`config.mk`:
```
export PLATFORM = sky130hd
export DESIGN_NAME = proc_datapath
export DESIGN_NICKNAME = d
export VERILOG_FILES = /design/src/rtl/proc_datapath.sv
export SDC_FILE = /design/constraint.sdc
export NUM_CORES = 1
export LEC_CHECK = 0
export CAP_MARGIN = 30
export CORE_MARGIN = 4
export CORE_UTILIZATION = 59
export CTS_BUF_LIST = sky130_fd_sc_hd__clkbuf_4 sky130_fd_sc_hd__clkbuf_8 sky130_fd_sc_hd__clkbuf_16
export DETAILED_ROUTE_END_ITERATION = 8
export PLACE_DENSITY = 0.82
export SKIP_CTS_REPAIR_TIMING = 1
export SLEW_MARGIN = 20
export SYNTH_ARGS = -nofsm -noshare
export SYNTH_HDL_FRONTEND = slang
export SYNTH_SLANG_ARGS = --single-unit
```
`constraint.sdc`:
```
create_clock -name clk -period 6.1 [get_ports clk]
set_clock_uncertainty 0.1 [all_clocks]
set_input_delay 1.22 -clock clk [delete_from_list [all_inputs] [get_ports clk]]
set_output_delay 1.22 -clock clk [all_outputs]
set_load 0.05 [all_outputs]
```
`src/rtl/proc_datapath.sv`:
```
// Register file, wired-OR operand buses, ALU and G register with an iterative
// 16-step restoring divider that holds `busy` while it runs.
module proc_datapath #(
  parameter int WIDTH = 16,
  parameter int NREGS = 8
) (
  input  logic                     clk,
  input  logic                     reset,
  input  logic [NREGS-1:0]         reg_en,
  input  logic [NREGS-1:0]         bus1_buf_en,
  input  logic [NREGS-1:0]         bus2_buf_en,
  input  logic                     data_out,
  input  logic [WIDTH-1:0]         imm,
  input  logic                     g_in,
  input  logic                     g_out,
  input  logic [6:0]               math_enables,
  output logic [WIDTH-1:0]         bus1,
  output logic [WIDTH-1:0]         bus2,
  output logic [WIDTH-1:0]         g_value,
  output logic                     busy,
  output logic                     div_by_zero,
  input  logic [$clog2(NREGS)-1:0] dbg_sel,
  output logic [WIDTH-1:0]         dbg_data
);

  localparam int CW = $clog2(WIDTH);
  localparam logic [CW-1:0] LAST = CW'(WIDTH - 1);

  logic [NREGS-1:0][WIDTH-1:0] r_regs;
  logic [WIDTH-1:0] r_g, r_q, r_b, r_rem;
  logic [CW-1:0]    r_cnt;
  logic             r_busy, r_dbz, r_mod;

  logic [WIDTH-1:0] w_bus1, w_bus2, w_alu, w_wr_data, w_rem_nx;
  logic [WIDTH-1:0] w_q_nx;
  logic [WIDTH:0]   w_rem_sh, w_diff;
  logic             w_wr_en, w_move, w_onehot, w_cap, w_is_dm, w_ge;

  always_comb begin
    w_bus1 = '0;
    w_bus2 = '0;
    for (int i = 0; i < NREGS; i++) begin
      if (bus1_buf_en[i]) w_bus1 = w_bus1 | r_regs[i];
      if (bus2_buf_en[i]) w_bus2 = w_bus2 | r_regs[i];
    end
  end

  always_comb begin
    w_alu = '0;
    case (math_enables)
      7'b1000000: w_alu = w_bus1 ^ w_bus2;
      7'b0100000: w_alu = w_bus1 + w_bus2;
      7'b0010000: w_alu = w_bus1 - w_bus2;
      7'b0001000: w_alu = w_bus1 & w_bus2;
      7'b0000100: w_alu = w_bus1 | w_bus2;
      default:    w_alu = '0;
    endcase
  end

  assign w_onehot = (math_enables != 7'd0) &&
                    ((math_enables & (math_enables - 7'd1)) == 7'd0);
  assign w_cap    = g_in && !g_out && !r_busy && w_onehot;
  assign w_is_dm  = |math_enables[1:0];

  // A plain move is the only write that uses bus1 as its source.
  assign w_move = !g_in && (math_enables == 7'd0) && (|bus1_buf_en) &&
                  (bus2_buf_en == '0);

  always_comb begin
    w_wr_en   = 1'b1;
    w_wr_data = '0;
    if (data_out)              w_wr_data = imm;
    else if (g_out && !r_busy) w_wr_data = r_g;
    else if (w_move)           w_wr_data = w_bus1;
    else                       w_wr_en   = 1'b0;
  end

  // One restoring step: shift the next dividend bit into the remainder, trial-subtract.
  assign w_rem_sh = {r_rem, r_q[WIDTH-1]};
  assign w_diff   = w_rem_sh - {1'b0, r_b};
  assign w_ge     = !w_diff[WIDTH];
  assign w_rem_nx = w_ge ? w_diff[WIDTH-1:0] : w_rem_sh[WIDTH-1:0];
  assign w_q_nx   = {r_q[WIDTH-2:0], w_ge};

  always_ff @(posedge clk) begin
    if (reset) begin
      r_regs <= '0;
      r_g    <= '0;
      r_q    <= '0;
      r_b    <= '0;
      r_rem  <= '0;
      r_cnt  <= '0;
      r_busy <= 1'b0;
      r_dbz  <= 1'b0;
      r_mod  <= 1'b0;
    end else begin
      for (int i = 0; i < NREGS; i++)
        if (w_wr_en && reg_en[i]) r_regs[i] <= w_wr_data;

      if (r_busy) begin
        r_rem <= w_rem_nx;
        r_q   <= w_q_nx;
        r_cnt <= r_cnt + 1'b1;
        if (r_cnt == LAST) begin
          r_busy <= 1'b0;
          r_g    <= r_mod ? w_rem_nx : w_q_nx;
        end
      end else if (w_cap) begin
        if (!w_is_dm) begin
          r_g <= w_alu;
        end else if (w_bus2 == '0) begin
          r_g   <= math_enables[1] ? '1 : w_bus1;
          r_dbz <= 1'b1;
        end else begin
          r_q    <= w_bus1;
          r_b    <= w_bus2;
          r_rem  <= '0;
          r_cnt  <= '0;
          r_mod  <= math_enables[0];
          r_busy <= 1'b1;
        end
      end
    end
  end

  assign bus1        = w_bus1;
  assign bus2        = w_bus2;
  assign g_value     = r_g;
  assign busy        = r_busy;
  assign div_by_zero = r_dbz;
  assign dbg_data    = r_regs[dbg_sel];

endmodule

```
==> flow_summary.json <==
{
  "fin_crit_ns": 5.407,
  "ys_seq_area_frac": 0.3002,
  "final_hold_viol_count": 0,
  "boundaryPins": 121,
  "synth.distinct_cells": 84,
  "busiest_layer": "met2",
  "yosys_warnings": 0,
  "cap_violations": 0,
  "drtAntennaViolNets": 0,
  "r2r_end": "g_value[14]",
  "crit_arrival_ns": 4.09,
  "via_count": 14280,
  "dp_hpwl_um": 35190,
  "worstSkewPairLatency_ns": 0.46,
  "worstSetupStartpointType": "input port",
  "finalSetupViolations": 0,
  "place_inst": 2021,
  "grt_max_degree": 121,
  "whs_endpoint": "r_q[2]",
  "track_usage": 0.3982,
  "worst_slew_pin_slew_ns": 1.066,
  "nets": 1882,
  "maxSlewViolCount": 0,
  "numCtsBuffers": 17,
  "synth_seq_cells": 199,
  "violations": "design-rule violations",
  "min_from": "r_q[1]",
  "syn_area_sq_um": 13270,
  "worst_setup_path_end_kind": "output pin",
  "final.period_utilization": 0.8864,
  "cp_max_fo": 15,
  "syn_to_final_growth_pct": 15.19,
  "cp_data_required_time_ns": 4.78,
  "ff2ff_path_depth": 17,
  "cp_slowest_cell": "clkdlybuf4s50_1",
  "grt_first_pass_wirelength_um": 76500,
  "die_x_um": 158.0,
  "slew_headroom": 0.2871,
  "met1_usage": 0.4881,
  "vias_per_cell": 6.953,
  "io_buffers": 120,
  "p_leak_uw": 0.005463,
  "cts_tree": "done",
  "whs_ns": 0.3781,
  "overflow": 0,
  "timing.critical_path.mode_cell": "clkdlybuf4s50_1",
  "synthArstFlopShare": 0,
  "fin_setup_tns_ns": 0,
  "cts-htree-levels": 4,
  "die_height_um": 158.0,
  "stdcell_count": 2053,
  "wirelength_um": 50500,
  "n_antenna_cell": 0,
  "path_clk_slew_ns": 0.09,
  "use_met3": 0.1058,
  "drc": 6,
  "critPathMaxStageDelay_ns": 0.89,
  "synth_nets": 1828,
  "critical_path_class": "input port to output pin",
  "grt_pass1_vias": 13540,
  "use_met2": 0.6178,
  "rows": 54,
  "whs_path_depth": 2,
  "initial_core_util": 0.6043,
  "synth-edff-count": 0,
  "drtIter0Drc": 2432,
  "cts_root_buffer": "clkbuf_16",
  "cts_buffer_depth": 2,
  "placeableCoreArea_sq_um": 21960,
  "path_cells": "clkdlybuf4s50_1 > buf_4 > a22oi_1 > nand4_1 > clkdlybuf4s50_1",
  "max_freq_mhz": 185.0,
  "crit_buf_inv": 3,
  "antenna_found_initial": 1,
  "synth_ff_type": "dfxtp_1",
  "critPathTopFamily": "buffers and inverters",
  "rsz0062_at_grt": "no",
  "peakVddDrop_mv": 0.1576,
  "status": "finished, violations left",
  "cp-startpoint": "bus1_buf_en[5]",
  "worst_r2r_startpoint": "r_regs[1]",
  "syn_inst": 1706,
  "power.density_nw_per_um2": 242.7,
  "rrSetupSlack_ns": 2.01,
  "drive_gt1_frac": 0.09645,
  "syn_avg_cell_area_sq_um": 7.779,
  "wl_per_cell_um": 24.60,
  "firstDrtPassIters": 9,
  "die_area_sq_um": 24960,
  "numClockSinks": 199,
  "hold_path.class": "register to register",
  "place_congestion": 1.013
}
placed cells by master, fill, tap and decap left out, drive strengths merged, types with 7 or more instances in the layout:
master,synthesis,final
mux2i,10,10
nand3,18,18
mux4,32,32
mux2,26,26
a22oi,133,133
dfxtp,199,199
xor2,9,9
ha,65,65
a31oi,13,13
or3,7,7
nor3,9,9
o21ai,59,59
nor4,7,7
nand2b,10,10
a21oi,209,209
a211o,14,14
and2,9,9
a21o,15,15
buf,31,58
and4,7,7
nand4,32,32
nor2b,11,11
clkdlybuf4s50,0,117
a221oi,7,7
xnor2,32,32
nor2,92,92
nand2,354,354
a211oi,30,30
inv,58,68
and3,21,21
clkbuf,109,17
worst reg2reg max path, cell delays in order, from the launching register on:
cell	delay (ns)
dfxtp_1	0.35
a22oi_1	0.21
and4_1	0.43
nor2b_1	0.24
nand3_1	0.14
nor2_1	0.25
nor2_1	0.08
xnor2_1	0.14
ha_1	0.21
or4_1	0.57
nor2_1	0.13
a32oi_1	0.17
a41o_1	0.30
o21ai_0	0.15
o31ai_1	0.09
and2_1	0.16
o221ai_1	0.17
a21oi_1	0.06
per-stage QoR:
step                      worst slack [ns]  total power [uW]  cell area [sq um]    util
after floorplan                     0.6811              2115              13270       -
after global placement              0.5217              2474              14670  0.6681
after CTS                           0.8790              3667              15290  0.6961
after global routing                0.4381              3821              15290  0.6961
after detailed placement            0.4471              2488              14670  0.6681
final                               0.6932              3710              15290  0.6961
layer usage:
| layer | wire length, um | vias to the layer above | part of all wire |
|---|---|---|---|
| met2 | 21840 | 1169 | 0.43 |
| met5 | 0 | - | 0 |
| met1 | 17770 | 6528 | 0.35 |
| li1 | - | 6249 | - |
| met3 | 6618 | 329 | 0.13 |
| met4 | 4274 | 0 | 0.085 |
state kept, by name, summed over array words and instances, names as in the netlist:
signal and cells:
g_value 16, r_b 16, div_by_zero 1, r_rem 16, r_mod 1, r_cnt 4
r_regs 128, r_q 16, busy 1
cells in the mapped netlist, drive strengths merged (14+ instances only):
cell | number | area [sq um]
a211o | 14 | 122.6
a211oi | 30 | 230.2
a21o | 15 | 112.6
a21oi | 209 | 1050
a22oi | 133 | 998.5
and3 | 21 | 131.4
buf | 31 | 185.2
clkbuf | 109 | 409.1
dfxtp | 199 | 3984
ha | 65 | 813.3
inv | 58 | 217.7
mux2 | 26 | 292.8
mux4 | 32 | 720.7
nand2 | 354 | 1329
nand3 | 18 | 90.09
nand4 | 32 | 212.7
nor2 | 92 | 357.8
o21ai | 59 | 306.5
xnor2 | 32 | 280.3
where the power goes:
part	total (uW)	leakage (uW)	internal (uW)	switching, uW
logic	1130	0.00355	397	731
registers	1370	0.00161	1330	42.2
clock network	1210	0.000301	568	639
total	3710	0.00546	2300	1410
layout make-up:
class | count | area [sq um]
timing repair buffer | 175 | 1618
multi-input combinational | 1309 | 8499
tap | 280 | 350.3
fill | 1789 | 6673
inverter | 58 | 217.7
clock inverter | 15 | 190.2
clock buffer | 17 | 425.4
sequential | 199 | 3985
cell families (layout without fill, tap and decap cells):
logic type                 after synthesis  in the layout  share of synthesized area
AOI/OAI and AO/OA                      535            535                     0.2600
xor gates and xnor gates                41             41                    0.02706
adders and majority gates               68             68                    0.06506
buffers and inverters                  198            265                    0.06119
DFF                                    199            199                     0.3002
muxes                                   68             68                    0.08391
and+or+nand+nor                        597            597                     0.2025
how the worst max path moves through the flow:
stage / end / slack [ns] / cells after the start
after floorplan: g_value[15] / 0.68 / 18
after global placement: g_value[15] / 0.52 / 18
after detailed placement: g_value[14] / 0.45 / 18
after CTS: bus1[15] / 0.88 / 5
after global routing: g_value[14] / 0.44 / 19
final: bus1[15] / 0.69 / 5
Power figures use the tool's default switching activity.
